File: config.mk
export PLATFORM = sky130hd
export DESIGN_NAME = pipeline_hazard_controller_flat
export DESIGN_NICKNAME = d
export VERILOG_FILES = /design/src/rtl/pipeline_hazard_controller_if.sv /design/src/rtl/pipeline_hazard_controller.sv /design/src/flat_wrapper.sv
export SDC_FILE = /design/constraint.sdc
export NUM_CORES = 1
export LEC_CHECK = 0
export CAP_MARGIN = 40
export CORE_ASPECT_RATIO = 0.7
export CORE_MARGIN = 2
export CORE_UTILIZATION = 51
export DETAILED_ROUTE_END_ITERATION = 10
export PLACE_DENSITY = 0.95
export SETUP_SLACK_MARGIN = 0.02
export SLEW_MARGIN = 20
export SYNTH_ARGS = -nofsm -noshare
export SYNTH_HDL_FRONTEND = slang
export SYNTH_SLANG_ARGS = --single-unit
File: constraint.sdc
create_clock -name clk -period 6.4 [get_ports clk]
set_input_delay 1.28 -clock clk [delete_from_list [all_inputs] [get_ports clk]]
set_output_delay 1.28 -clock clk [all_outputs]
set_load 0.01 [all_outputs]
File: src/rtl/pipeline_hazard_controller_if.sv
// Hazard-control bundle between the pipeline datapath and the hazard controller.
//   master : datapath side - drives ID/EX hazard inputs, receives enables/flushes/status
//   slave  : controller side - receives hazard inputs, drives enables/flushes/status
// Signals:
//   rs1_id, rs2_id, use_rs1_id, use_rs2_id : ID-stage source operands and their use flags
//   rd_ex, memread_ex, branch_taken_ex      : EX-stage destination, load flag, taken redirect
//   mem_busy                                : data memory not ready this cycle
//   pc_write, ifid_write, idex_write, exmem_write : pipeline register write enables
//   ifid_flush, idex_flush                  : insert bubble into IF/ID or ID/EX
//   mem_timeout                             : sticky memory-wait watchdog error
//   stall_cycles                            : saturating count of stalled cycles
interface pipeline_hazard_controller_if;
  logic [4:0]  rs1_id;
  logic [4:0]  rs2_id;
  logic        use_rs1_id;
  logic        use_rs2_id;
  logic [4:0]  rd_ex;
  logic        memread_ex;
  logic        branch_taken_ex;
  logic        mem_busy;
  logic        pc_write;
  logic        ifid_write;
  logic        idex_write;
  logic        exmem_write;
  logic        ifid_flush;
  logic        idex_flush;
  logic        mem_timeout;
  logic [15:0] stall_cycles;

  modport master (
    output rs1_id, rs2_id, use_rs1_id, use_rs2_id, rd_ex, memread_ex,
           branch_taken_ex, mem_busy,
    input  pc_write, ifid_write, idex_write, exmem_write, ifid_flush,
           idex_flush, mem_timeout, stall_cycles
  );

  modport slave (
    input  rs1_id, rs2_id, use_rs1_id, use_rs2_id, rd_ex, memread_ex,
           branch_taken_ex, mem_busy,
    output pc_write, ifid_write, idex_write, exmem_write, ifid_flush,
           idex_flush, mem_timeout, stall_cycles
  );
endinterface

File: src/rtl/pipeline_hazard_controller.sv
// Pipeline hazard controller: resolves load-use stalls, taken-branch flushes and
// data-memory wait freezes, with a memory-wait watchdog and a stall counter.
// Ports:
//   clk   : clock, all state updates on rising edge
//   rst_n : synchronous active-low reset
//   hz    : hazard bundle (slave side), see pipeline_hazard_controller_if
module pipeline_hazard_controller (
  input logic                           clk,
  input logic                           rst_n,
  pipeline_hazard_controller_if.slave   hz
);

  typedef enum logic [1:0] {
    RUN      = 2'd0,
    MEM_WAIT = 2'd1,
    ERROR    = 2'd2
  } state_t;

  state_t      r_state;
  state_t      w_state_nxt;
  logic [7:0]  r_wait_cnt;
  logic [7:0]  w_wait_cnt_nxt;
  logic        r_mem_timeout;
  logic        w_timeout_set;
  logic [15:0] r_stall_cycles;

  logic w_lu;
  logic w_pc_write;
  logic w_ifid_write;
  logic w_idex_write;
  logic w_exmem_write;
  logic w_ifid_flush;
  logic w_idex_flush;

  // Load-use: EX load writes a register the ID instruction actually reads (x0 excluded).
  always_comb begin
    w_lu = hz.memread_ex && (hz.rd_ex != 5'd0) &&
           ((hz.use_rs1_id && (hz.rd_ex == hz.rs1_id)) ||
            (hz.use_rs2_id && (hz.rd_ex == hz.rs2_id)));
  end

  always_comb begin
    w_state_nxt    = r_state;
    w_wait_cnt_nxt = r_wait_cnt;
    w_timeout_set  = 1'b0;
    w_pc_write     = 1'b0;
    w_ifid_write   = 1'b0;
    w_idex_write   = 1'b0;
    w_exmem_write  = 1'b0;
    w_ifid_flush   = 1'b0;
    w_idex_flush   = 1'b0;

    if (!rst_n) begin
      w_ifid_flush = 1'b1;
      w_idex_flush = 1'b1;
    end else begin
      unique case (r_state)
        RUN, MEM_WAIT: begin
          if (hz.mem_busy) begin
            if (r_state == RUN) begin
              w_state_nxt    = MEM_WAIT;
              w_wait_cnt_nxt = 8'd1;
            end else if (r_wait_cnt == 8'hFF) begin
              w_state_nxt   = ERROR;
              w_timeout_set = 1'b1;
            end else begin
              w_wait_cnt_nxt = r_wait_cnt + 8'd1;
            end
          end else begin
            // Memory free: the frozen EX stage re-presents any branch, so both RUN
            // and the MEM_WAIT exit cycle resolve hazards identically.
            w_state_nxt    = RUN;
            w_wait_cnt_nxt = '0;
            if (hz.branch_taken_ex) begin
              w_pc_write    = 1'b1;
              w_ifid_write  = 1'b1;
              w_idex_write  = 1'b1;
              w_exmem_write = 1'b1;
              w_ifid_flush  = 1'b1;
              w_idex_flush  = 1'b1;
            end else if (w_lu) begin
              w_idex_write  = 1'b1;
              w_exmem_write = 1'b1;
              w_idex_flush  = 1'b1;
            end else begin
              w_pc_write    = 1'b1;
              w_ifid_write  = 1'b1;
              w_idex_write  = 1'b1;
              w_exmem_write = 1'b1;
            end
          end
        end
        ERROR: begin
          w_state_nxt = ERROR;
        end
        default: begin
          w_state_nxt    = RUN;
          w_wait_cnt_nxt = '0;
        end
      endcase
    end
  end

  always_ff @(posedge clk) begin
    if (!rst_n) begin
      r_state        <= RUN;
      r_wait_cnt     <= '0;
      r_mem_timeout  <= 1'b0;
      r_stall_cycles <= '0;
    end else begin
      r_state    <= w_state_nxt;
      r_wait_cnt <= w_wait_cnt_nxt;
      if (w_timeout_set) begin
        r_mem_timeout <= 1'b1;
      end
      if (!w_pc_write && (r_state != ERROR) && (r_stall_cycles != '1)) begin
        r_stall_cycles <= r_stall_cycles + 16'd1;
      end
    end
  end

  assign hz.pc_write     = w_pc_write;
  assign hz.ifid_write   = w_ifid_write;
  assign hz.idex_write   = w_idex_write;
  assign hz.exmem_write  = w_exmem_write;
  assign hz.ifid_flush   = w_ifid_flush;
  assign hz.idex_flush   = w_idex_flush;
  assign hz.mem_timeout  = r_mem_timeout;
  assign hz.stall_cycles = r_stall_cycles;

endmodule

File: src/flat_wrapper.sv
// flat-port wrapper written by rule: the top's interface ports become plain ports
module pipeline_hazard_controller_flat 
  (clk, rst_n, hz_rs1_id, hz_rs2_id, hz_use_rs1_id, hz_use_rs2_id, hz_rd_ex, hz_memread_ex, hz_branch_taken_ex, hz_mem_busy, hz_pc_write, hz_ifid_write, hz_idex_write, hz_exmem_write, hz_ifid_flush, hz_idex_flush, hz_mem_timeout, hz_stall_cycles);
  pipeline_hazard_controller_if hz_i ();
  input logic clk;
  input logic rst_n;
  input wire logic [$bits(hz_i.rs1_id)-1:0] hz_rs1_id;
  input wire logic [$bits(hz_i.rs2_id)-1:0] hz_rs2_id;
  input wire logic [$bits(hz_i.use_rs1_id)-1:0] hz_use_rs1_id;
  input wire logic [$bits(hz_i.use_rs2_id)-1:0] hz_use_rs2_id;
  input wire logic [$bits(hz_i.rd_ex)-1:0] hz_rd_ex;
  input wire logic [$bits(hz_i.memread_ex)-1:0] hz_memread_ex;
  input wire logic [$bits(hz_i.branch_taken_ex)-1:0] hz_branch_taken_ex;
  input wire logic [$bits(hz_i.mem_busy)-1:0] hz_mem_busy;
  output wire logic [$bits(hz_i.pc_write)-1:0] hz_pc_write;
  output wire logic [$bits(hz_i.ifid_write)-1:0] hz_ifid_write;
  output wire logic [$bits(hz_i.idex_write)-1:0] hz_idex_write;
  output wire logic [$bits(hz_i.exmem_write)-1:0] hz_exmem_write;
  output wire logic [$bits(hz_i.ifid_flush)-1:0] hz_ifid_flush;
  output wire logic [$bits(hz_i.idex_flush)-1:0] hz_idex_flush;
  output wire logic [$bits(hz_i.mem_timeout)-1:0] hz_mem_timeout;
  output wire logic [$bits(hz_i.stall_cycles)-1:0] hz_stall_cycles;
  assign hz_i.rs1_id = hz_rs1_id;
  assign hz_i.rs2_id = hz_rs2_id;
  assign hz_i.use_rs1_id = hz_use_rs1_id;
  assign hz_i.use_rs2_id = hz_use_rs2_id;
  assign hz_i.rd_ex = hz_rd_ex;
  assign hz_i.memread_ex = hz_memread_ex;
  assign hz_i.branch_taken_ex = hz_branch_taken_ex;
  assign hz_i.mem_busy = hz_mem_busy;
  assign hz_pc_write = hz_i.pc_write;
  assign hz_ifid_write = hz_i.ifid_write;
  assign hz_idex_write = hz_i.idex_write;
  assign hz_exmem_write = hz_i.exmem_write;
  assign hz_ifid_flush = hz_i.ifid_flush;
  assign hz_idex_flush = hz_i.idex_flush;
  assign hz_mem_timeout = hz_i.mem_timeout;
  assign hz_stall_cycles = hz_i.stall_cycles;
  pipeline_hazard_controller u_core (.clk(clk), .rst_n(rst_n), .hz(hz_i));
endmodule
==> key figures, run 1 <==
Run status
  – Outcome: finished clean

Placed design
  – I/O Buffers: 44
  – Hpwl dp: roughly 2.8 mm
  – Setup WS pre-CTS: 1.24 ns
  – Gp weighted congestion: about 0.79

Pwr
  – Max IR drop VDD: around 120 uV
  – LEAKAGE: between 0.6 and 0.7 nW
  – PwrDens: 157 nW/um^2

Synthesis
  – Post-synthesis cell area: 1570 um^2
  – Seq/Total Area, Yosys: approximately 34%
  – Syn avg cell area: between 8 and 9 um^2
  – Number of synthesized register bits: 27
  – Cell variety after synth: approximately 40
  – Mapped Nets: between 200 and 250
  – Yosys warnings: 0
  – Synth Instances: between 150 and 200

Clocking
  – Worst-skew pair later-pin latency: between 0.2 and 0.3 ns
  – CTS clk-pin slew, worst paths: around 0.10 ns
  – TritonCTS clock tree: built
  – H-tree Lvls: 1
  – CTS Buffer Depth: 2
  – Hold_buf cts: 0
  – CTS Buf Count: 3
  – Post-CTS setup buffers: 0
  – Cells resized by post-CTS repair: 0
  – Sink Count: 27
  – Clk root buf: clkbuf_8

Worst setup path
  – Crit path DAT: slightly below 4 ns
  – Type of the worst setup path: in -> out
  – Maximum fanout along the worst path: 17
  – Worst EP required: ~5.1 ns
  – CP Cell Sequence: clkdlybuf4s50_1, buf_4, clkinv_1, nor3_1, a21boi_2, clkdlybuf4s50_1
  – CP endpoint kind: primary output
  – Startpoint types: input pin
  – Worst path max stage delay: between 0.6 and 0.7 ns
  – Most used cell along the critical path: clkdlybuf4s50_1
  – Worst Path Buf+Inv: 4
  – Top Family by Delay on Critical Path: buffers and inverters
  – Crit path max-delay cell type: clkdlybuf4s50_1

Timing
  – TNS Setup: 0 ns
  – Slew headroom: between 50% and 60%
  – Final setup margin: between 1 and 1.5 ns
  – Fin crit period: around 5.2 ns
  – Final Cycle Share: ~80%
  – Clk_skew: 0.0113 ns
  – Final setup viols: 0
  – Slew Limit Fails: 0
  – Final hold violations: 0
  – Fmax: between 150 and 200 MHz
  – RSZ-0062 raised after global routing: false
  – Worst-Margin Slew: 0.678 ns

Die
  – DIE HEIGHT: approximately 50 um
  – Initial Util: between 50% and 60%
  – Die area: around 3500 um^2
  – Row count: 16
  – Die W: about 70 um
  – Ports: 45
  – Core area: between 2000 and 3000 um^2

Routing
  – DRT Pass-1 Iters: 6
  – Drc violations: 0
  – Final ANT Viol Nets: 0
  – Drt via density: 5.77
  – DR WL/cell: 13.8 um
  – Total wire length: between 3 and 4 mm
  – Drt initial violations: ~110
  – Vias: 1489

Finish
  – Antenna cells: 0
  – Share of cells above drive strength 1: under 10%
  – Syn-to-layout area delta: 29.7%
  – Nets: roughly 250
  – Multi-input gate area: 933 um^2
  – Filler cell count: 242
  – FF/Latch Area: about 540 um^2

GRT
  – Initial antenna violation count: 0
  – Vias in the first global route: 1373
  – First-pass GRT wire length: between 6 and 7 mm
  – GR Overflow Total: 0
  – Largest net degree at the start of global routing: 29
  – Total GRT Usage: roughly 22%

Run
  – Maxcap violations: 0

Min path
  – Hold/Removal Path Class: reg -> reg
==> metrics by stage <==
| step | util, % | area, um^2 | hold WS [ns] | power (W) | std cells |
|---|---|---|---|---|---|
| after global routing | 71.1 | 2030 | 0.528 | 0.000337 | 258 |
| after global placement | 69.4 | 1990 | 0.458 | 0.000224 | 254 |
| after detailed placement | 69.4 | 1990 | 0.467 | 0.000225 | 254 |
| final | 71.1 | 2030 | 0.481 | 0.000319 | 258 |
| after CTS | 71.1 | 2030 | 0.491 | 0.000323 | 258 |
| after floorplan | - | 1570 | 0.455 | 0.000202 | 182 |
==> power breakdown <==
group / switching, W / internal (W) / total, W / leakage, nW
Clock: 0.0000534 / 0.0000442 / 0.0000977 / 0.0217
Combinational: 0.0000202 / 0.0000279 / 0.0000481 / 0.429
Sequential: 0.00000305 / 0.000170 / 0.000173 / 0.218
==> worst paths after layout <==
check | start | endpoint | slack (ns) | cells past startpoint
worst max register to register | u_core.r_wait_cnt[0] | u_core.r_wait_cnt[7] | 4.36 | 6
worst min register to register | u_core.hz.mem_timeout | u_core.hz.mem_timeout | 0.48 | 2
worst max-delay path | rst_n | hz_ifid_write | 1.25 | 6
worst min-delay path | u_core.hz.mem_timeout | u_core.hz.mem_timeout | 0.48 | 2
==> cells by family (layout without fill, tap and decap cells) <==
logic type | count (synthesis) | count (layout) | synth area share (%)
compound gates | 41 | 41 | 18.7
flops | 27 | 27 | 34.4
fa+ha+maj | 2 | 2 | 1.59
xor+xnor | 14 | 14 | 7.81
simple gates | 81 | 81 | 28.9
buf+inv | 13 | 53 | 6.06
mux | 4 | 4 | 2.55
==> cell usage after synthesis, drive strengths merged <==
cell type | count | area (um^2)
or3 | 3 | 18.8
and3 | 5 | 36.3
a21o | 2 | 15.0
nor2b | 2 | 12.5
a41oi | 1 | 8.76
or4 | 11 | 82.6
a21boi | 1 | 11.3
nor2 | 11 | 41.3
clkinv | 1 | 3.75
nand2b | 6 | 40.0
nand4 | 6 | 37.5
o21bai | 1 | 18.8
nand2 | 18 | 67.6
xor2 | 4 | 35.0
dfxtp | 27 | 541
nand3 | 8 | 40.0
clkbuf | 1 | 3.75
xnor2 | 10 | 87.6
a22oi | 1 | 7.51
or3b | 1 | 8.76
o21ai | 8 | 47.5
buf | 9 | 80.1
mux2i | 4 | 40.0
inv | 2 | 7.51
nor4 | 3 | 18.8
o31ai | 10 | 80.1
ha | 2 | 25.0
a21oi | 16 | 91.3
o22ai | 1 | 12.5
and4 | 3 | 26.3
nor3 | 3 | 15.0
and2b | 1 | 7.51
==> tightest hold or removal path, cell delays in order (launching register included) <==
cell and delay, ns:
dfxtp_1 0.34, nor2_1 0.05, nor2_1 0.07
==> sequential cells by signal, indices dropped and copies added, names as in the netlist <==
name	cells
u_core.hz.stall_cycles	16
u_core.r_wait_cnt	8
u_core.hz.mem_timeout	1
u_core.r_state	2
==> final cells by class <==
cell class / instances / share of cell area (%)
multi-input cells: 142 / 45.9
inverters: 3 / 0.554
clock buffers: 3 / 2.03
flip-flops and latches: 27 / 26.6
repair buffers: 46 / 22.4
well taps: 36 / 2.21
clock inverters: 1 / 0.369
==> routing by layer <==
metal | routed length (um) | vias to the layer above | global-route usage (%)
met1 | 1690 | 682 | 29.4
met5 | 0 | - | 0
met2 | 1610 | 51 | 33.5
met4 | 42 | 0 | 6.73
met3 | 220 | 4 | 6.63
li1 | - | 752 | -
==> cell usage in the layout (no fill, tap or decap), drive strengths merged, types with 3 or more instances in the layout <==
master,n
nor2,11
o31ai,10
and3,5
nor4,3
and4,3
or4,11
o21ai,8
nand4,6
nand2,18
clkdlybuf4s50,44
clkbuf,3
nand2b,6
or3,3
xor2,4
a21oi,16
nor3,3
mux2i,4
dfxtp,27
nand3,8
xnor2,10
Power figures use the tool's default switching activity.
==> run 2: changes to the inputs <==
--- a/config.mk
+++ b/config.mk
@@ -8,9 +8,9 @@
 export CAP_MARGIN = 40
 export CORE_ASPECT_RATIO = 0.7
 export CORE_MARGIN = 2
-export CORE_UTILIZATION = 51
+export CORE_UTILIZATION = 43
 export DETAILED_ROUTE_END_ITERATION = 10
-export PLACE_DENSITY = 0.95
+export PLACE_DENSITY = 0.87
 export SETUP_SLACK_MARGIN = 0.02
 export SLEW_MARGIN = 20
 export SYNTH_ARGS = -nofsm -noshare
==> constraint.sdc (replaced) <==
create_clock -name clk -period 4.3 [get_ports clk]
set_input_delay 0.86 -clock clk [delete_from_list [all_inputs] [get_ports clk]]
set_output_delay 0.86 -clock clk [all_outputs]
set_load 0.01 [all_outputs]
==> run 2 against run 1 <==
  * Clock-buffer cell count is the same
  * Clock skew decreased by 0.0067 ns
  * Setup slack got worse by 0.81 ns
  * Sequential power rose by 49%
  * Critical endpoint unchanged
  * Critical path type unchanged
  * Power up 48%
==> key figures, run 2 (synthesized netlist as in run 1, its figures left out) <==
Run status
  – Outcome: finished clean

Clocking
  – Cells resized by post-CTS repair: 0
  – H-tree Lvls: 1
  – CTS Buf Count: 3
  – Worst-skew pair later-pin latency: between 0.2 and 0.3 ns
  – Sink Count: 27
  – CTS Buffer Depth: 2
  – TritonCTS clock tree: built
  – Post-CTS setup buffers: 0
  – CTS clk-pin slew, worst paths: ~0.09 ns
  – Clk root buf: clkbuf_8
  – Hold_buf cts: 0

Placed design
  – Hpwl dp: about 2.6 mm
  – I/O Buffers: 44
  – Placed instance area: 2020 um^2
  – Gp weighted congestion: 0.776

Timing
  – Worst-Margin Slew: 0.647 ns
  – Final hold violations: 0
  – TNS Setup: 0 ns
  – Final setup viols: 0
  – Clk_skew: approximately 0.0046 ns
  – Fmax: around 260 MHz
  – Fin crit period: a little under 4 ns
  – RSZ-0062 raised after global routing: false
  – Slew headroom: a little under three fifths
  – Slew Limit Fails: 0
  – Final Cycle Share: between 80% and 90%

Routing
  – Drc violations: 0
  – DR WL/cell: between 10 and 15 um
  – Drt initial violations: roughly 120
  – Total wire length: 3.44 mm
  – Vias: roughly 1500
  – Final ANT Viol Nets: 0
  – Drt via density: about 5.3
  – DRT Pass-1 Iters: 5

Worst setup path
  – Worst EP required: 3.44 ns
  – R2R cell count: 6
  – Startpoint types: input pin
  – Maximum fanout along the worst path: 5
  – Crit path max-delay cell type: clkdlybuf4s50_1
  – Type of the worst setup path: in -> out
  – Worst r2r dst: u_core.r_wait_cnt[7]
  – Most used cell along the critical path: clkdlybuf4s50_1
  – FF-to-FF Start: u_core.r_wait_cnt[0]
  – CP Cell Sequence: clkdlybuf4s50_1, or4_1, o21ai_2, nor2_1, a21boi_2, clkdlybuf4s50_1
  – Crit path DAT: 3.00 ns
  – CP endpoint kind: primary output
  – Worst path max stage delay: roughly 0.6 ns
  – Flop2flop setup slack: ~2.3 ns

Die
  – Core area: 3510 um^2
  – Ports: 45
  – Initial Util: approximately 45%
  – Die W: ~76 um
  – Row count: 18
  – Die area: slightly above 4000 um^2
  – DIE HEIGHT: around 55 um

GRT
  – Vias in the first global route: about 1200
  – M2 GR Usage: 27.4%
  – Largest net degree at the start of global routing: 29
  – Total GRT Usage: between 10% and 20%
  – Initial antenna violation count: 0
  – Gr busiest metal: met2
  – GR Overflow Total: 0
  – First-pass GRT wire length: between 5 and 6 mm
  – Global-route met3 utilization: under 10%
  – Met1 Usage GRT: 23.1%

Finish
  – Most common cell after layout, fill and taps aside: clkdlybuf4s50_1
  – Filler cell count: 326
  – Syn-to-layout area delta: 31.6%
  – Nets: 249
  – Max reg flops: 16
  – Share of cells above drive strength 1: 8.93%
  – Most frequent cells in the layout: clkdlybuf4s50_1 (44), dfxtp_1 (27), nand2_1 (18)
  – Area of all placed cells without fillers: around 2100 um^2
  – Antenna cells: 0

Min path
  – Hold/Removal Path Class: reg -> reg
  – Hold Crit Start: u_core.hz.mem_timeout
  – Hold EP: u_core.hz.mem_timeout
  – Hold path cells: 2

Pwr
  – PwrDens: between 200 and 250 nW/um^2
  – LEAKAGE: ~0.68 nW
  – Max IR drop VDD: about 130 uV

Run
  – Maxcap violations: 0
==> run 2: power breakdown <==
| group | switching, W | internal (W) | total (W) |
|---|---|---|---|
| clock | 0.0000759 | 0.0000648 | 0.000141 |
| sequential | 0.00000445 | 0.000253 | 0.000258 |
| combinational | 0.0000302 | 0.0000427 | 0.0000729 |
| total | 0.000111 | 0.000361 | 0.000471 |
==> run 2: worst max path at each step <==
stage | startpoint | end | slack (ns) | cells past startpoint
global route | hz_rd_ex[3] | hz_ifid_write | 0.38 | 6
floorplan | hz_rd_ex[0] | hz_pc_write | 1.31 | 7
detailed placement | hz_rd_ex[0] | hz_ifid_write | 0.42 | 6
finish | hz_rd_ex[0] | hz_ifid_write | 0.44 | 6
CTS | hz_rd_ex[0] | hz_ifid_write | 0.42 | 6
global placement | hz_rd_ex[0] | hz_pc_write | 0.45 | 6
==> run 2: layer usage <==
| metal | vias to the layer above | wire, um |
|---|---|---|
| met5 | - | 0 |
| met4 | 0 | 27 |
| met3 | 2 | 309 |
| met2 | 59 | 1380 |
| met1 | 639 | 1720 |
| li1 | 757 | - |
==> run 2: metrics by stage <==
step                power [W]  hold slack (ns)  util (%)  cells  setup WS, ns
global placement     0.000335            0.450      57.4    270         0.445
detailed placement   0.000336            0.462      57.4    270         0.421
finish               0.000471            0.480      58.8    274         0.436
CTS                  0.000476            0.484      58.8    274         0.420
global route         0.000495            0.525      58.8    274         0.385
floorplan            0.000300            0.455         -    182          1.31
==> run 2: critical path: cells and delay by family <==
family / cells / cell delay [ns]
AO/OA/AOI/OAI: 2 / 0.44
AND/OR/NAND/NOR: 2 / 0.63
buffers and inverters: 2 / 1.07
==> run 2: final cells by class <==
class | count | area, um^2 | share of cell area (%)
repair buffers | 48 | 470 | 22.8
flip-flops and latches | 27 | 541 | 26.2
well taps | 50 | 62.6 | 3.03
clock buffers | 3 | 41.3 | 2.00
multi-input cells | 142 | 933 | 45.2
inverters | 3 | 11.3 | 0.545
clock inverters | 1 | 5.00 | 0.242
==> run 3: changes to the inputs <==
--- a/config.mk
+++ b/config.mk
@@ -9,8 +9,10 @@
 export CORE_ASPECT_RATIO = 0.7
 export CORE_MARGIN = 2
 export CORE_UTILIZATION = 43
+export CTS_CLUSTER_DIAMETER = 150
 export DETAILED_ROUTE_END_ITERATION = 10
 export PLACE_DENSITY = 0.87
+export REMOVE_ABC_BUFFERS = 1
 export SETUP_SLACK_MARGIN = 0.02
 export SLEW_MARGIN = 20
 export SYNTH_ARGS = -nofsm -noshare
==> run 3 against run 2 <==
  * Sequential power is essentially flat
  * Non-clock buffer count shrank 1
  * Highest routed layer unchanged
  * Critical path type unchanged
  * Register-to-register slack lost 0.02 ns
  * Final cell count shrank 0.36%
  * Critical endpoint is now hz_idex_flush
==> key figures, run 3 (synthesized netlist as in run 1, its figures left out) <==
Worst setup path
  – Worst path max stage delay: 0.56 ns
  – Most used cell along the critical path: clkdlybuf4s50_1
  – Type of the worst setup path: in -> out
  – Maximum fanout along the worst path: 3
  – Worst EP required: approximately 3.4 ns
  – CP Cell Sequence: clkdlybuf4s50_1, or4_1, o21ai_2, and2b_1, a21o_1, clkdlybuf4s50_1
  – CP endpoint kind: primary output
  – Flop2flop setup slack: ~2.3 ns
  – Crit path DAT: 2.86 ns
  – Crit path max-delay cell type: or4_1
  – Startpoint types: input pin

Clocking
  – Worst-skew pair later-pin latency: approximately 0.27 ns
  – Sink Count: 27
  – Cells resized by post-CTS repair: 0
  – Hold_buf cts: 0
  – H-tree Lvls: 1
  – TritonCTS clock tree: built
  – CTS Buffer Depth: 2
  – CTS clk-pin slew, worst paths: 0.10 ns
  – Post-CTS setup buffers: 0
  – Clk root buf: clkbuf_8
  – CTS Buf Count: 3

Run status
  – Outcome: finished clean

Routing
  – Final ANT Viol Nets: 0
  – DRT Pass-1 Iters: 4
  – Total wire length: 3.54 mm
  – Drt via density: around 5.5
  – Drc violations: 0
  – DR WL/cell: roughly 13 um
  – Vias: 1496
  – Drt initial violations: 74

Die
  – Core area: 3510 um^2
  – Row count: 18
  – Ports: 45
  – Die W: between 70 and 80 um
  – DIE HEIGHT: 54.5 um
  – Die area: slightly above 4000 um^2
  – Initial Util: between 40% and 50%

GRT
  – GR Overflow Total: 0
  – Initial antenna violation count: 0
  – Largest net degree at the start of global routing: 29
  – Total GRT Usage: between 10% and 20%
  – First-pass GRT wire length: between 6 and 7 mm
  – Vias in the first global route: around 1300

Finish
  – Nets: approximately 250
  – Share of cells above drive strength 1: between 8 and 9%
  – Multi-input gate area: ~930 um^2
  – Antenna cells: 0
  – Most common cell after layout, fill and taps aside: clkdlybuf4s50_1
  – Most frequent cells in the layout: clkdlybuf4s50_1 (44), dfxtp_1 (27), nand2_1 (18)
  – Area of all placed cells without fillers: 2060 um^2
  – Utilization after layout: 58.5%
  – Filler cell count: between 300 and 400
  – FF/Latch Area: between 500 and 600 um^2
  – Max reg flops: 16
  – Syn-to-layout area delta: 31.1%

Timing
  – Fmax: roughly 270 MHz
  – Slew headroom: a little under three fifths
  – Final hold violations: 0
  – TNS Setup: 0 ns
  – Final Cycle Share: ~86%
  – Clk_skew: ~0.0068 ns
  – Final setup viols: 0
  – Fin crit period: about 3.7 ns
  – RSZ-0062 raised after global routing: false
  – Worst Hold Slack: between 0.4 and 0.5 ns
  – Worst-Margin Slew: ~0.66 ns
  – Slew Limit Fails: 0

Placed design
  – I/O Buffers: 44
  – Hpwl dp: 2.72 mm
  – Gp weighted congestion: ~0.82
  – Placed instance area: 2010 um^2

Pwr
  – PwrDens: 231 nW/um^2
  – Pwr Total: about 0.00048 W
  – LEAKAGE: 0.677 nW
  – Max IR drop VDD: 157 uV

Min path
  – Hold/Removal Path Class: reg -> reg

Run
  – Maxcap violations: 0
==> run 3: metal layers <==
| metal | global-route usage (%) | routed length (um) | vias up |
|---|---|---|---|
| li1 | - | - | 748 |
| met1 | 23.6 | 1670 | 688 |
| met2 | 32.0 | 1620 | 58 |
| met3 | 4.13 | 223 | 2 |
| met4 | 4.85 | 33 | 0 |
| met5 | 0 | 0 | - |
==> run 3: final timing paths <==
kind                                     end                       from  cells after the start
setup / recovery               hz_idex_flush                hz_rd_ex[0]                      6
hold / removal         u_core.hz.mem_timeout      u_core.hz.mem_timeout                      2
setup reg to reg  u_core.hz.stall_cycles[12]  u_core.hz.stall_cycles[0]                      6
hold reg to reg        u_core.hz.mem_timeout      u_core.hz.mem_timeout                      2
==> run 3: area by class of cell <==
class | instances | share of cell area (%)
multi-input cells | 142 | 45.4
clock buffers | 3 | 2.01
repair buffers | 47 | 22.5
inverters | 3 | 0.547
clock inverters | 1 | 0.243
flip-flops and latches | 27 | 26.3
well taps | 50 | 3.04
==> run 3: metrics by stage <==
step,setup WS (ns),std cells
after global routing,0.504,273
after detailed placement,0.578,269
after floorplan,0.835,172
after global placement,0.586,269
final,0.584,273
after CTS,0.571,273
==> run 3: where the power goes <==
| part | total, W | internal (W) | leakage [nW] | switching (W) |
|---|---|---|---|---|
| Clock | 0.000145 | 0.0000650 | 0.0255 | 0.0000804 |
| Sequential | 0.000258 | 0.000253 | 0.218 | 0.00000452 |
| Combinational | 0.0000728 | 0.0000423 | 0.433 | 0.0000305 |
==> run 3: worst max-delay path: cells and delay by family <==
| family | cells | cell delay, ns |
|---|---|---|
| AND/OR/NAND/NOR | 2 | 0.75 |
| buffers and inverters | 2 | 0.93 |
| AO/OA/AOI/OAI | 2 | 0.31 |
